[src/rtl/riscv_pkg.sv]
// Shared constants for the multi-cycle RISC-V core: opcodes, FSM states,
// ALU op codes and datapath mux selects.
package riscv_pkg;

    typedef enum logic [3:0] {
        S_FETCH    = 4'd0,
        S_DECODE   = 4'd1,
        S_MEMADR   = 4'd2,
        S_MEMREAD  = 4'd3,
        S_MEMWB    = 4'd4,
        S_MEMWRITE = 4'd5,
        S_EXECR    = 4'd6,
        S_EXECI    = 4'd7,
        S_ALUWB    = 4'd8,
        S_BEQ      = 4'd9,
        S_JAL      = 4'd10,
        S_TRAP     = 4'd11
    } mc_state_t;

    localparam logic [6:0] OP_LW   = 7'b0000011;
    localparam logic [6:0] OP_SW   = 7'b0100011;
    localparam logic [6:0] OP_R    = 7'b0110011;
    localparam logic [6:0] OP_I    = 7'b0010011;
    localparam logic [6:0] OP_BEQ  = 7'b1100011;
    localparam logic [6:0] OP_JAL  = 7'b1101111;

    localparam logic [1:0] ALUOP_ADD   = 2'b00;
    localparam logic [1:0] ALUOP_SUB   = 2'b01;
    localparam logic [1:0] ALUOP_RTYPE = 2'b10;

    localparam logic       ADR_PC     = 1'b0;
    localparam logic       ADR_ALUOUT = 1'b1;

    localparam logic [1:0] SRCA_PC    = 2'b00;
    localparam logic [1:0] SRCA_OLDPC = 2'b01;
    localparam logic [1:0] SRCA_RS1   = 2'b10;

    localparam logic [1:0] SRCB_RS2   = 2'b00;
    localparam logic [1:0] SRCB_IMM   = 2'b01;
    localparam logic [1:0] SRCB_FOUR  = 2'b10;

    localparam logic [1:0] RES_ALUOUT = 2'b00;
    localparam logic [1:0] RES_MDR    = 2'b01;
    localparam logic [1:0] RES_ALU    = 2'b10;

endpackage

[src/rtl/multicycle_controller.sv]
// Main control FSM of the multi-cycle RISC-V core: sequences fetch, decode,
// execute, memory and writeback over a shared ALU and unified memory port.
module multicycle_controller
    import riscv_pkg::*;
(
    input  logic       clk,
    input  logic       reset,
    input  logic [6:0] opcode,
    input  logic       zero,
    input  logic       mem_ready,
    output logic       mem_req,
    output logic       mem_write,
    output logic       adr_src,
    output logic       ir_write,
    output logic       pc_write,
    output logic       reg_write,
    output logic [1:0] alu_src_a,
    output logic [1:0] alu_src_b,
    output logic [1:0] alu_op,
    output logic [1:0] result_src,
    output logic       illegal,
    output logic [3:0] state
);

    mc_state_t state_q, state_d;

    always_ff @(posedge clk) begin
        if (reset) state_q <= S_FETCH;
        else       state_q <= state_d;
    end

    assign state = state_q;

    always_comb begin
        state_d    = state_q;
        mem_req    = 1'b0;
        mem_write  = 1'b0;
        adr_src    = ADR_PC;
        ir_write   = 1'b0;
        pc_write   = 1'b0;
        reg_write  = 1'b0;
        alu_src_a  = SRCA_PC;
        alu_src_b  = SRCB_RS2;
        alu_op     = ALUOP_ADD;
        result_src = RES_ALUOUT;
        illegal    = 1'b0;

        case (state_q)
            S_FETCH: begin
                mem_req    = 1'b1;
                alu_src_a  = SRCA_PC;
                alu_src_b  = SRCB_FOUR;
                alu_op     = ALUOP_ADD;
                result_src = RES_ALU;
                ir_write   = mem_ready;
                pc_write   = mem_ready;
                if (mem_ready) state_d = S_DECODE;
            end
            S_DECODE: begin
                alu_src_a = SRCA_OLDPC;
                alu_src_b = SRCB_IMM;
                case (opcode)
                    OP_LW, OP_SW: state_d = S_MEMADR;
                    OP_R:         state_d = S_EXECR;
                    OP_I:         state_d = S_EXECI;
                    OP_BEQ:       state_d = S_BEQ;
                    OP_JAL:       state_d = S_JAL;
                    default:      state_d = S_TRAP;
                endcase
            end
            S_MEMADR: begin
                alu_src_a = SRCA_RS1;
                alu_src_b = SRCB_IMM;
                // Opcode is re-sampled here; anything but lw/sw traps.
                if (opcode == OP_LW)      state_d = S_MEMREAD;
                else if (opcode == OP_SW) state_d = S_MEMWRITE;
                else                      state_d = S_TRAP;
            end
            S_MEMREAD: begin
                mem_req = 1'b1;
                adr_src = ADR_ALUOUT;
                if (mem_ready) state_d = S_MEMWB;
            end
            S_MEMWB: begin
                result_src = RES_MDR;
                reg_write  = 1'b1;
                state_d    = S_FETCH;
            end
            S_MEMWRITE: begin
                mem_req   = 1'b1;
                mem_write = 1'b1;
                adr_src   = ADR_ALUOUT;
                if (mem_ready) state_d = S_FETCH;
            end
            S_EXECR: begin
                alu_src_a = SRCA_RS1;
                alu_src_b = SRCB_RS2;
                alu_op    = ALUOP_RTYPE;
                state_d   = S_ALUWB;
            end
            S_EXECI: begin
                alu_src_a = SRCA_RS1;
                alu_src_b = SRCB_IMM;
                state_d   = S_ALUWB;
            end
            S_ALUWB: begin
                result_src = RES_ALUOUT;
                reg_write  = 1'b1;
                state_d    = S_FETCH;
            end
            S_BEQ: begin
                alu_src_a  = SRCA_RS1;
                alu_src_b  = SRCB_RS2;
                alu_op     = ALUOP_SUB;
                result_src = RES_ALUOUT;
                pc_write   = zero;
                state_d    = S_FETCH;
            end
            S_JAL: begin
                alu_src_a  = SRCA_OLDPC;
                alu_src_b  = SRCB_FOUR;
                result_src = RES_ALUOUT;
                pc_write   = 1'b1;
                state_d    = S_ALUWB;
            end
            S_TRAP: begin
                illegal = 1'b1;
            end
            default: state_d = S_TRAP;
        endcase

        // While reset is held, present the FETCH decode with mem_ready masked
        // so no strobe from an interrupted state leaks out.
        if (reset) begin
            mem_req    = 1'b1;
            mem_write  = 1'b0;
            adr_src    = ADR_PC;
            ir_write   = 1'b0;
            pc_write   = 1'b0;
            reg_write  = 1'b0;
            alu_src_a  = SRCA_PC;
            alu_src_b  = SRCB_FOUR;
            alu_op     = ALUOP_ADD;
            result_src = RES_ALU;
            illegal    = 1'b0;
        end
    end

endmodule

[config.mk]
export PLATFORM = sky130hd
export DESIGN_NAME = multicycle_controller
export DESIGN_NICKNAME = d
export VERILOG_FILES = /design/src/rtl/riscv_pkg.sv /design/src/rtl/multicycle_controller.sv
export SDC_FILE = /design/constraint.sdc
export NUM_CORES = 1
export LEC_CHECK = 0
export ABC_CLOCK_PERIOD_IN_PS = 2100
export BUFFER_PORTS_ARGS = -buffer_cell sky130_fd_sc_hd__buf_2
export CORE_AREA = 2 2 39 41
export CTS_CLUSTER_SIZE = 14
export DETAILED_ROUTE_END_ITERATION = 12
export DIE_AREA = 0 0 41 43
export PLACE_DENSITY = 0.8
export SYNTH_ARGS = -nofsm -noshare
export SYNTH_HDL_FRONTEND = slang
export SYNTH_SLANG_ARGS = --single-unit
[constraint.sdc]
create_clock -name clk -period 2.1 [get_ports clk]
set_input_delay 0.42 -clock clk [delete_from_list [all_inputs] [get_ports clk]]
set_output_delay 0.42 -clock clk [all_outputs]
set_load 0.01 [all_outputs]
== Word level (Yosys, flattened, before mapping) ==
Index checks and enable logic that the tools add are counted.
Storage, ports and cells
  output and inout bits: 19
  register bits after elaboration: 4
  word-level logic and storage cells: 63
  bits of input ports: 11
Cells by class
  equality and inequality tests: 20
  reductions and logical operators: 12
  multiplexer cells: 29
  bitwise gates (word level): 1
Operators by type and width (number)
  4-bit case mux with 8 select lines: 1
  4-bit two-way mux: 5
  4-bit case mux with 5 select lines: 1
  4-bit by 3-bit equality test with 1-bit output (second input constant): 4
  4-bit equality test (second input constant): 4
  2-bit case mux with 2 select lines: 4
  7-bit by 6-bit equality test with 1-bit output (second input constant): 2
  7-bit equality test (second input constant): 2
  1-bit two-way mux: 13
  3-bit OR reduction: 4
  2-bit OR reduction: 5
  4-bit by 2-bit equality test with 1-bit output (second input constant): 2
  2-bit two-way mux: 4
  7-bit by 2-bit equality test with 1-bit output (second input constant): 1
  7-bit by 5-bit equality test with 1-bit output (second input constant): 1
  2-bit inequality test (second input constant): 3
  4-bit by 1-bit equality test with 1-bit output (second input constant): 1
  4-bit logical NOT: 1
  4-bit AND reduction: 1
  4-bit OR reduction: 1
  1-bit case mux with 3 select lines: 1
  1-bit NOT: 1

== Logic depth before layout (Yosys ltp) ==
Gate-level depths: netlist (run 1).
  depth after elaboration: 4
  mapped depth: 5
  gate-level depth less buffers: 4

== Worst setup path after synthesis (run 1) ==
Ideal clock, no wire load.
  kind: flip-flop to output port
  from: register state_q[2] (netlist: state[2])
  to: output reg_write
  data arrival time: 1249 ps
  required time: 1680 ps
  buffers on the path: 2
  setup slack: 431 ps
  cell stages (with the launch flop): 5
  cells stage by stage: dfxtp_1 clkbuf_1 clkbuf_8 xnor2_1 nor4_1
On the way
  word-level cells in the longest chain between the ends: 4
  elaborated cells between the ends (all ways): 5
  those cells by class: eq/ne (2); mux (2); reduce/logical (1)
RTL lines
  start, declared: RTL line multicycle_controller.sv:25  | mc_state_t state_q, state_d;
  start signal, assigned: RTL line multicycle_controller.sv:29  | else state_q <= state_d;
  4-bit equality test or 4-bit by 3-bit equality test with 1-bit output (tied branches): RTL line multicycle_controller.sv:48  | case (state_q)
  2-bit OR reduction (no source line) (*)
  1-bit two-way mux (*): RTL line multicycle_controller.sv:48
  1-bit two-way mux (*): RTL line multicycle_controller.sv:134  | if (reset) begin
  end, declared: RTL line multicycle_controller.sv:16  | output logic reg_write,
Mark *: on every way between the ends. The rest lies on a longest branch, timed or not.

== Worst setup path in the final report (run 1) ==
  from: register state_q[3] (netlist: state[3])
  to: output pc_write
On the way
  word-level cells in the longest chain between the ends: 3
  elaborated cells between the ends (all ways): 5
  those cells by class: eq/ne (2); mux (2); reduce/logical (1)
RTL lines
  4-bit equality test or 4-bit logical NOT (tied branches): RTL line multicycle_controller.sv:48
  1-bit case mux with 3 select lines (*): RTL line multicycle_controller.sv:48
  1-bit two-way mux (*): RTL line multicycle_controller.sv:134
  end, declared: RTL line multicycle_controller.sv:15  | output logic pc_write,
Marks and branches as above.

==> results of run 1 <==
worst max-delay path: cells and delay by family, from the launching register on:
family / cells / cell delay, ps
flip-flops: 1 / 700
AND/OR/NAND/NOR: 2 / 360
AO/OA/AOI/OAI: 1 / 140
buffers and inverters: 1 / 130
routing by layer:
layer  share of wire  global-route usage
met2            0.46               0.297
met5               0                   0
met3           0.060             0.00524
met4           0.021              0.0800
met1            0.45               0.247
power by group through the flow:
stage | Clock, uW | Combinational, uW | Sequential (uW)
final | 98.0 | 613 | 195
after global routing | 97.8 | 688 | 204
after CTS | 98.2 | 613 | 194
after detailed placement | 0 | 611 | 196
after global placement | 0 | 605 | 189
after floorplan | 0 | 482 | 151
cells by family after synthesis:
logic type                share of synthesized area
and+or+nand+nor                               0.421
buffers and inverters                        0.0986
xor gates and xnor gates                     0.0431
muxes                                        0.0493
AOI/OAI and AO/OA                             0.257
DFF                                           0.131
placed cells by master (no fill, tap or decap), types with 2 or more instances in the layout:
cell type,count
sky130_fd_sc_hd__a31oi_1,2
sky130_fd_sc_hd__nand2b_1,4
sky130_fd_sc_hd__clkbuf_4,3
sky130_fd_sc_hd__nor4_1,2
sky130_fd_sc_hd__nand2_1,4
sky130_fd_sc_hd__buf_4,2
sky130_fd_sc_hd__mux2i_1,3
sky130_fd_sc_hd__and3_1,2
sky130_fd_sc_hd__a21boi_0,2
sky130_fd_sc_hd__buf_2,29
sky130_fd_sc_hd__inv_1,3
sky130_fd_sc_hd__nand3_1,4
sky130_fd_sc_hd__o21bai_1,2
sky130_fd_sc_hd__xnor2_1,3
sky130_fd_sc_hd__nor2_1,12
sky130_fd_sc_hd__or3_1,2
sky130_fd_sc_hd__nor3_1,6
sky130_fd_sc_hd__o21ai_0,6
sky130_fd_sc_hd__nor2b_1,4
sky130_fd_sc_hd__a21oi_1,4
sky130_fd_sc_hd__o31ai_1,2
sky130_fd_sc_hd__dfxtp_1,4
final timing paths:
check / start / end / slack (ps) / cells after the start
worst max register to register: state[2] / state[0] / 620 / 4
worst max-delay path: state[3] / pc_write / 120 / 4
worst min-delay path: reset / state[3] / 550 / 2
worst min register to register: state[3] / state[1] / 790 / 2
stage by stage:
step                      cells   util  hold slack (ps)
final                       133  0.552              545
after global placement      130  0.535              761
after detailed placement    130  0.535              768
after CTS                   133  0.552              528
after global routing        133  0.552              564
after floorplan              91      -              601
area by class of cell:
class                           count  area (sq um)  share of cell area
Sequential cell                     4          80.1               0.105
Tap cell                           16          20.0              0.0262
Timing Repair Buffer               31           160               0.210
Clock buffer                        3          22.5              0.0295
Multi-Input combinational cell     76           469               0.615
Inverter                            3          11.3              0.0148
==> reports/qor.json, run 1 <==
{
  "run_status": {
    "outcome": "completed"
  },
  "synth": {
    "top_cells_by_area_synth": "sky130_fd_sc_hd__dfxtp_1 (13%), sky130_fd_sc_hd__nor2_1 (7.4%), sky130_fd_sc_hd__mux2i_1 (4.9%)",
    "synth.yosys.seq_area_share": 0.131,
    "synth_edf_count": 0,
    "synthDistinctLibCells": 35,
    "async_reset_ff_frac": 0,
    "top_area_cell_type_share_of_the_netlist_area": 0.131,
    "synthesized_area_divided_by_synthesized_cell_count_sq_um": 6.70,
    "synth_area_sq_um": 609,
    "syn_nets": 102,
    "postSynthRegisterBits": 4,
    "postSynth.topFlopCell": "sky130_fd_sc_hd__dfxtp_1",
    "post_synth_most_frequent_cells": "sky130_fd_sc_hd__nor2_1 (12), sky130_fd_sc_hd__nor3_1 (6), sky130_fd_sc_hd__o21ai_0 (6)",
    "synth_area_leader_cell": "sky130_fd_sc_hd__dfxtp_1",
    "synthesis.instances": 91,
    "synth-warning-count": 0,
    "synthMostInstantiatedCell": "sky130_fd_sc_hd__nor2_1"
  },
  "routing": {
    "dr_total_vias": 733,
    "first_pass_iters": 4,
    "average_routed_wire_per_standard_cell_um": 11.6,
    "remaining_design_rule_violation_count": 0,
    "vias_per_cell": 5.51,
    "initialDrtViolationCount": 15,
    "route.antenna.remaining_nets": 0,
    "detail_route.wirelength_um": 1550
  },
  "sta": {
    "min_period_ps": 1980,
    "final_hold_viol_count": 0,
    "period_share": 0.945,
    "drv_slew": 0,
    "fmax_ghz": 0.504,
    "rsz_0062_raised_after_global_routing": "no",
    "max-slew-margin-rel": 0.597,
    "setup_viol": 0,
    "timing_worst_slew_pin_value_ps": 603,
    "postLayoutSetupSlackWorst_ps": 115,
    "worst_clock_skew_ps": 8.49,
    "setup_total_negative_slack_ps": 0
  },
  "floorplan": {
    "initial_utilization": 0.440,
    "dieWidth_um": 41,
    "std_cell_rows": 14,
    "pin_count": 30,
    "fp.coreArea_sq_um": 1380,
    "floorplan.die.height_um": 43,
    "design.die.area_sq_um": 1760
  },
  "place": {
    "postPlaceCellArea_sq_um": 741,
    "io_buffer_count": 29,
    "finalWeightedCongestion": 0.843,
    "place_worst_setup_slack_ps": 382,
    "dp_hpwl_um": 1140
  },
  "power_and_ir_drop": {
    "p_clk_frac": 0.108,
    "power_switching_share": 0.509,
    "power.share.sequential": 0.215,
    "power_per_cell_area_nw_per_um2": 1190,
    "vdd.ir_drop.worst_v": 0.000480,
    "total_leakage_power_uw": 0.000354,
    "report.power.total_uw": 906,
    "netSwitchingPower_uw": 462,
    "power.internal_uw": 445,
    "combinational_share_of_power": 0.677
  },
  "final_layout": {
    "flow.area_growth_from_synthesis_pct": 25.3,
    "num_antenna_cells": 0,
    "fillerInstances": 139,
    "net_total_in_the_final_layout": 130,
    "largest_register_ff_count": 4,
    "post_route_cells_drive_above_1_share": 0.316,
    "final_cell_area_sq_um": 763
  },
  "clocking": {
    "clock_tree.root_cell": "sky130_fd_sc_hd__clkbuf_4",
    "post_cts.repair.setup_buffers": 0,
    "cts.repair.resized": 0,
    "cts.hold.buffers_added": 0,
    "cts_max_path_buffers": 2,
    "cts_inserted_buffers": 3,
    "cts.sinks": 4,
    "htree_num_levels": 1,
    "clock_tree_from_tritoncts": "yes",
    "cts.reportedPaths.clkPinSlew_ps": 40,
    "clock_latency_ps": 240
  },
  "critical_path": {
    "setup.worst_path.end_class": "output pin",
    "critical-path-slowest-cell": "sky130_fd_sc_hd__dfxtp_1",
    "startpoint_class": "register",
    "cp_slowest_stage_delay_ps": 700,
    "critPathRequiredTime_ps": 1680,
    "worst-setup-path-type": "register to output pin",
    "critical_path_peak_fanout": 20,
    "worstPathArrival_ps": 1560,
    "series_of_cell_instances_along_the_critical_path": "nor3_1, and3_1, o21bai_1, buf_2"
  },
  "global_routing": {
    "globalRouteOverflowTotal": 0,
    "grt_max_degree": 21,
    "wire_length_of_the_first_global_routing_pass_um": 2370,
    "via_count_of_the_first_global_routing_pass": 570,
    "global_route.usage.total": 0.185,
    "grt_antenna_before_repair": 0
  },
  "run": {
    "drv.max_cap_violation_count": 0
  },
  "hold_path": {
    "worstHoldPathType": "input port to register"
  }
}
Note: power is estimated with default switching activity, not from simulation.
==> inputs of run 2 (changes only) <==
--- a/config.mk
+++ b/config.mk
@@ -12,6 +12,7 @@
 export DETAILED_ROUTE_END_ITERATION = 12
 export DIE_AREA = 0 0 41 43
 export PLACE_DENSITY = 0.8
+export RECOVER_POWER = 100
 export SYNTH_ARGS = -nofsm -noshare
 export SYNTH_HDL_FRONTEND = slang
 export SYNTH_SLANG_ARGS = --single-unit
==> reports/qor.json, run 2 (synthesis gave the netlist of run 1 again) <==
{
  "sta": {
    "max-slew-margin-rel": {"value": 0.597, "change": "about the same"},
    "postLayoutSetupSlackWorst": {"value": 111, "unit": "ps", "change": "was 115 ps"},
    "min_period": {"value": 1990, "unit": "ps", "change": "was 1980 ps"},
    "worst_clock_skew": {"value": 7.93, "unit": "ps", "change": "was 8.49 ps"},
    "rsz_0062_raised_after_global_routing": {"value": "no", "change": "unchanged"},
    "final_hold_viol_count": {"value": 0, "change": "unchanged"},
    "timing_worst_slew_pin_value": {"value": 604, "unit": "ps", "change": "was 603 ps"},
    "period_share": {"value": 0.947, "change": "was 0.945"},
    "fmax": {"value": 0.503, "unit": "GHz", "change": "was 0.504 GHz"},
    "setup_viol": {"value": 0, "change": "unchanged"},
    "setup_total_negative_slack": {"value": 0, "unit": "ps", "change": "unchanged"},
    "drv_slew": {"value": 0, "change": "unchanged"}
  },
  "critical_path": {
    "critPathRequiredTime": {"value": 1680, "unit": "ps", "change": "about the same"},
    "setup.worst_path.end_class": {"value": "output pin", "change": "unchanged"},
    "reg2reg_slack": {"value": 610, "unit": "ps", "change": "was 620 ps"},
    "startpoint": {"value": "state[3]", "change": "unchanged"},
    "critical_path.reg2reg.endpoint": {"value": "state[2]", "change": "was state[0]"},
    "critical_path_peak_fanout": {"value": 20, "change": "unchanged"},
    "rr_worst_depth": {"value": 4, "change": "unchanged"},
    "worstPathArrival": {"value": 1570, "unit": "ps", "change": "was 1560 ps"},
    "startpoint_class": {"value": "register", "change": "unchanged"},
    "rr_startpoint": {"value": "state[1]", "change": "was state[2]"},
    "setup.worst_path.end": {"value": "pc_write", "change": "unchanged"},
    "worst-setup-path-type": {"value": "register to output pin", "change": "unchanged"}
  },
  "routing": {
    "initialDrtViolationCount": {"value": 16, "change": "was 15"},
    "remaining_design_rule_violation_count": {"value": 0, "change": "unchanged"},
    "dr_total_vias": {"value": 747, "change": "was 733"},
    "average_routed_wire_per_standard_cell": {"value": 11.8, "unit": "um", "change": "was 11.6 um"},
    "first_pass_iters": {"value": 5, "change": "was 4"},
    "detail_route.wirelength": {"value": 1570, "unit": "um", "change": "was 1550 um"},
    "vias_per_cell": {"value": 5.62, "change": "was 5.51"},
    "route.antenna.remaining_nets": {"value": 0, "change": "unchanged"}
  },
  "place": {
    "placedCellCount": {"value": 130, "change": "unchanged"},
    "finalWeightedCongestion": {"value": 0.843, "change": "unchanged"},
    "io_buffer_count": {"value": 29, "change": "unchanged"},
    "place_worst_setup_slack": {"value": 382, "unit": "ps", "change": "unchanged"},
    "dp_hpwl": {"value": 1140, "unit": "um", "change": "unchanged"}
  },
  "clocking": {
    "post_cts.repair.setup_buffers": {"value": 0, "change": "unchanged"},
    "cts_inserted_buffers": {"value": 3, "change": "unchanged"},
    "clock_tree.root_cell": {"value": "sky130_fd_sc_hd__clkbuf_4", "change": "unchanged"},
    "cts.reportedPaths.clkPinSlew": {"value": 40, "unit": "ps", "change": "about the same"},
    "cts.sinks": {"value": 4, "change": "unchanged"},
    "cts.repair.resized": {"value": 0, "change": "unchanged"},
    "cts_max_path_buffers": {"value": 2, "change": "unchanged"},
    "htree_num_levels": {"value": 1, "change": "unchanged"},
    "clock_tree_from_tritoncts": {"value": "yes", "change": "unchanged"},
    "cts.hold.buffers_added": {"value": 0, "change": "unchanged"},
    "clock_latency": {"value": 240, "unit": "ps", "change": "about the same"}
  },
  "floorplan": {
    "fp.coreArea": {"value": 1380, "unit": "sq um", "change": "unchanged"},
    "dieWidth": {"value": 41, "unit": "um", "change": "unchanged"},
    "design.die.area": {"value": 1760, "unit": "sq um", "change": "unchanged"},
    "floorplan.die.height": {"value": 43, "unit": "um", "change": "unchanged"},
    "pin_count": {"value": 30, "change": "unchanged"},
    "initial_utilization": {"value": 0.440, "change": "unchanged"},
    "std_cell_rows": {"value": 14, "change": "unchanged"}
  },
  "final_layout": {
    "largest_register_ff_count": {"value": 4, "change": "unchanged"},
    "flow.area_growth_from_synthesis": {"value": 22.2, "unit": "%", "change": "was 25.3%"},
    "post_route_cells_drive_above_1_share": {"value": 0.205, "change": "was 0.316"},
    "net_total_in_the_final_layout": {"value": 130, "change": "unchanged"},
    "num_antenna_cells": {"value": 0, "change": "unchanged"},
    "final_non_filler_cell_total": {"value": 133, "change": "unchanged"},
    "fillerInstances": {"value": 143, "change": "was 139"},
    "layout.cells.most_common_list": {"value": "sky130_fd_sc_hd__buf_2 (13), sky130_fd_sc_hd__clkbuf_1 (13), sky130_fd_sc_hd__nor2_1 (12)", "change": "was sky130_fd_sc_hd__buf_2 (29), sky130_fd_sc_hd__nor2_1 (12), sky130_fd_sc_hd__o21ai_0 (6), sky130_fd_sc_hd__nor3_1 (6)"}
  },
  "power_and_ir_drop": {
    "power_per_cell_area": {"value": 1190, "unit": "nW/um^2", "change": "about the same"},
    "total_leakage_power": {"value": 0.000303, "unit": "uW", "change": "was 0.000354 uW"},
    "vdd.ir_drop.worst": {"value": 0.000476, "unit": "V", "change": "was 0.000480 V"}
  },
  "run_status": {
    "outcome": {"value": "completed", "change": "unchanged"}
  },
  "global_routing": {
    "grt_antenna_before_repair": {"value": 0, "change": "unchanged"},
    "globalRouteOverflowTotal": {"value": 0, "change": "unchanged"},
    "via_count_of_the_first_global_routing_pass": {"value": 570, "change": "unchanged"},
    "grt_max_degree": {"value": 21, "change": "unchanged"},
    "wire_length_of_the_first_global_routing_pass": {"value": 2370, "unit": "um", "change": "unchanged"},
    "global_route.usage.total": {"value": 0.185, "change": "unchanged"}
  },
  "run": {
    "drv.max_cap_violation_count": {"value": 0, "change": "unchanged"}
  },
  "hold_path": {
    "worstHoldPathType": {"value": "input port to register", "change": "unchanged"},
    "worstHoldStart": {"value": "reset", "change": "unchanged"}
  }
}
## run 2: routing by layer
metal,share of wire,global-route usage
met5,0,0
met2,0.46,0.297
met1,0.44,0.247
met4,0.017,0.0800
met3,0.079,0.00524
## run 2: how the worst min path moves through the flow
stage	endpoint	slack, ps	depth (start not counted)
2_1_floorplan	state[2]	600	2
3_3_place_gp	state[1]	760	2
3_5_place_dp	state[3]	770	2
4_1_cts	state[3]	530	2
5_1_grt	state[3]	560	2
6_report	state[3]	550	2
## run 2: where the power goes
part,internal [uW],switching [uW]
clock network,64.1,33.8
registers,106,89.7
logic,253,342
## run 2: area by class of cell
cell class	count	area, sq um	area share
sequential	4	80.1	0.108
clock buffer	3	22.5	0.0303
inverter	3	11.3	0.0151
tap	16	20.0	0.0269
timing repair buffer	31	141	0.190
multi-input combinational	76	469	0.630
## run 2: critical path: stages (launching register included)
cell	delay (ps)
sky130_fd_sc_hd__dfxtp_1	700
sky130_fd_sc_hd__nor3_1	140
sky130_fd_sc_hd__and3_1	220
sky130_fd_sc_hd__o21bai_1	140
sky130_fd_sc_hd__buf_2	130
## run 2: through the flow
step	instance area, sq um	hold WS [ps]	utilization	power (uW)
global route	744	564	0.538	970
detailed placement	741	768	0.535	806
global placement	741	761	0.535	794
floorplan	609	601	-	633
finish	744	545	0.538	889
CTS	763	528	0.552	905
==> inputs of run 3 (changes only) <==
==> constraint.sdc (replaced) <==
create_clock -name clk -period 2.1 [get_ports clk]
set_input_delay 0.105 -clock clk [delete_from_list [all_inputs] [get_ports clk]]
set_output_delay 0.105 -clock clk [all_outputs]
set_load 0.01 [all_outputs]
==> reports/qor.json, run 3 (synthesis gave the netlist of run 1 again) <==
{
  "run_status": {
    "outcome": {"value": "completed", "change": "unchanged"}
  },
  "sta": {
    "timing_worst_slew_pin_value": {"value": 588, "unit": "ps", "change": "was 604 ps"},
    "final_hold_viol_count": {"value": 0, "change": "unchanged"},
    "worst_clock_skew": {"value": 8.31, "unit": "ps", "change": "was 7.93 ps"},
    "fmax": {"value": 0.547, "unit": "GHz", "change": "was 0.503 GHz"},
    "rsz_0062_raised_after_global_routing": {"value": "no", "change": "unchanged"},
    "drv_slew": {"value": 0, "change": "unchanged"},
    "setup_viol": {"value": 0, "change": "unchanged"},
    "min_period": {"value": 1830, "unit": "ps", "change": "was 1990 ps"},
    "hold_slack": {"value": 214, "unit": "ps", "change": "was 545 ps"},
    "max-slew-margin-rel": {"value": 0.607, "change": "was 0.597"},
    "period_share": {"value": 0.871, "change": "was 0.947"},
    "setup_total_negative_slack": {"value": 0, "unit": "ps", "change": "unchanged"}
  },
  "hold_path": {
    "worstHoldStart": {"value": "reset", "change": "unchanged"},
    "worstHoldPathType": {"value": "input port to register", "change": "unchanged"},
    "whs_path_depth": {"value": 2, "change": "unchanged"},
    "hold_path_end": {"value": "state[3]", "change": "unchanged"}
  },
  "routing": {
    "route.antenna.remaining_nets": {"value": 0, "change": "unchanged"},
    "remaining_design_rule_violation_count": {"value": 0, "change": "unchanged"},
    "vias_per_cell": {"value": 5.80, "change": "was 5.62"},
    "first_pass_iters": {"value": 4, "change": "was 5"},
    "detail_route.wirelength": {"value": 1650, "unit": "um", "change": "was 1570 um"},
    "dr_total_vias": {"value": 772, "change": "was 747"},
    "average_routed_wire_per_standard_cell": {"value": 12.4, "unit": "um", "change": "was 11.8 um"},
    "initialDrtViolationCount": {"value": 15, "change": "was 16"}
  },
  "global_routing": {
    "globalRouteOverflowTotal": {"value": 0, "change": "unchanged"},
    "grt_antenna_before_repair": {"value": 0, "change": "unchanged"},
    "wire_length_of_the_first_global_routing_pass": {"value": 2560, "unit": "um", "change": "was 2370 um"},
    "via_count_of_the_first_global_routing_pass": {"value": 646, "change": "was 570"},
    "global_route.usage.total": {"value": 0.200, "change": "was 0.185"},
    "grt_max_degree": {"value": 21, "change": "unchanged"}
  },
  "critical_path": {
    "reg2reg_slack": {"value": 640, "unit": "ps", "change": "was 610 ps"},
    "series_of_cell_instances_along_the_critical_path": {"value": "clkbuf_1, xnor2_1, mux2i_1, nor3_1, clkbuf_1", "change": "was nor3_1, and3_1, o21bai_1, buf_2"},
    "critPathRequiredTime": {"value": 2000, "unit": "ps", "change": "was 1680 ps"},
    "rr_startpoint": {"value": "state[3]", "change": "was state[1]"},
    "crit_path_frequent_cell": "sky130_fd_sc_hd__clkbuf_1",
    "worst-path-buf-inv": {"value": 2, "change": "was 1"},
    "critical-path-slowest-cell": {"value": "sky130_fd_sc_hd__dfxtp_1", "change": "unchanged"},
    "top_cell_family_by_delay_on_the_critical_path": {"value": "flip-flops", "change": "unchanged"},
    "rr_worst_depth": {"value": 4, "change": "unchanged"},
    "worstPathArrival": {"value": 1720, "unit": "ps", "change": "was 1570 ps"},
    "cp_slowest_stage_delay": {"value": 540, "unit": "ps", "change": "was 700 ps"},
    "startpoint_class": {"value": "register", "change": "unchanged"},
    "critical_path.reg2reg.endpoint": {"value": "state[1]", "change": "was state[2]"},
    "critical_path_peak_fanout": {"value": 12, "change": "was 20"},
    "setup.worst_path.end_class": {"value": "output pin", "change": "unchanged"},
    "worst-setup-path-type": {"value": "register to output pin", "change": "unchanged"}
  },
  "floorplan": {
    "floorplan.die.height": {"value": 43, "unit": "um", "change": "unchanged"},
    "pin_count": {"value": 30, "change": "unchanged"},
    "design.die.area": {"value": 1760, "unit": "sq um", "change": "unchanged"},
    "fp.coreArea": {"value": 1380, "unit": "sq um", "change": "unchanged"},
    "dieWidth": {"value": 41, "unit": "um", "change": "unchanged"},
    "initial_utilization": {"value": 0.440, "change": "unchanged"},
    "std_cell_rows": {"value": 14, "change": "unchanged"}
  },
  "clocking": {
    "cts.repair.resized": {"value": 0, "change": "unchanged"},
    "htree_num_levels": {"value": 1, "change": "unchanged"},
    "cts_max_path_buffers": {"value": 2, "change": "unchanged"},
    "post_cts.repair.setup_buffers": {"value": 0, "change": "unchanged"},
    "cts_inserted_buffers": {"value": 3, "change": "unchanged"},
    "cts.sinks": {"value": 4, "change": "unchanged"},
    "cts.reportedPaths.clkPinSlew": {"value": 50, "unit": "ps", "change": "was 40 ps"},
    "cts.hold.buffers_added": {"value": 0, "change": "unchanged"},
    "clock_tree.root_cell": {"value": "sky130_fd_sc_hd__clkbuf_4", "change": "unchanged"},
    "clock_latency": {"value": 250, "unit": "ps", "change": "was 240 ps"},
    "clock_tree_from_tritoncts": {"value": "yes", "change": "unchanged"}
  },
  "power_and_ir_drop": {
    "total_leakage_power": {"value": 0.000284, "unit": "uW", "change": "was 0.000303 uW"},
    "power_per_cell_area": {"value": 1210, "unit": "nW/um^2", "change": "was 1190 nW/um^2"},
    "vdd.ir_drop.worst": {"value": 0.000505, "unit": "V", "change": "was 0.000476 V"},
    "report.power.total": {"value": 892, "unit": "uW", "change": "was 889 uW"}
  },
  "place": {
    "io_buffer_count": {"value": 29, "change": "unchanged"},
    "finalWeightedCongestion": {"value": 0.864, "change": "was 0.843"},
    "dp_hpwl": {"value": 1220, "unit": "um", "change": "was 1140 um"}
  },
  "run": {
    "drv.max_cap_violation_count": {"value": 0, "change": "unchanged"}
  },
  "final_layout": {
    "flow.area_growth_from_synthesis": {"value": 21.1, "unit": "%", "change": "was 22.2%"},
    "num_antenna_cells": {"value": 0, "change": "unchanged"},
    "net_total_in_the_final_layout": {"value": 130, "change": "unchanged"},
    "largest_register_ff_count": {"value": 4, "change": "unchanged"},
    "most_frequent_standard_cell_in_the_layout_excluding_fill_and_tap_cells": "sky130_fd_sc_hd__clkbuf_1",
    "post_route_cells_drive_above_1_share": {"value": 0.162, "change": "was 0.205"},
    "layout.cells.most_common_list": {"value": "sky130_fd_sc_hd__clkbuf_1 (18), sky130_fd_sc_hd__nor2_1 (12), sky130_fd_sc_hd__buf_2 (12)", "change": "was sky130_fd_sc_hd__buf_2 (13), sky130_fd_sc_hd__clkbuf_1 (13), sky130_fd_sc_hd__nor2_1 (12)"}
  }
}
## run 3: cell types whose count changed in the layout (fill, tap and decap cells not counted), sizes merged
cell,change
buf,-1
clkbuf,+1
## run 3: area by class of cell
class | instances | area [sq um]
multi-input combinational | 76 | 469
inverter | 3 | 11.3
clock buffer | 3 | 22.5
timing repair buffer | 31 | 135
fill | 150 | 646
tap | 16 | 20.0
sequential | 4 | 80.1
## run 3: worst register-to-register path, stage by stage (launching register included)
cell and delay (ps):
sky130_fd_sc_hd__dfxtp_1 680, sky130_fd_sc_hd__nand2b_1 250, sky130_fd_sc_hd__nor3_1 90, sky130_fd_sc_hd__o221ai_1 220, sky130_fd_sc_hd__o31ai_1 100
## run 3: where the power goes
part,switching (uW),internal (uW)
Sequential,110,106
Combinational,325,246
Clock,41.3,64.6
## run 3: per-stage QoR
stage,worst slack [ps],instance area [sq um],cells,util
3_3_place_gp,685,741,130,0.535
2_1_floorplan,746,609,91,-
3_5_place_dp,654,741,130,0.535
4_1_cts,398,763,133,0.552
5_1_grt,159,738,133,0.533
6_report,270,738,133,0.533
## run 3: how the worst max path moves through the flow
stage | start | to | slack, ps | cells after the start
2_1_floorplan | state[2] | reg_write | 750 | 4
3_3_place_gp | state[1] | pc_write | 690 | 5
3_5_place_dp | state[1] | pc_write | 650 | 5
4_1_cts | state[1] | pc_write | 400 | 5
5_1_grt | state[0] | alu_src_b[0] | 160 | 5
6_report | state[0] | alu_src_b[0] | 270 | 5
## run 3: per-layer routing
metal	vias up	routed length, um	track usage
met5	-	0	0
met4	0	24	0.0800
met3	4	146	0.0262
met2	44	715	0.325
met1	338	763	0.252
li1	386	-	-
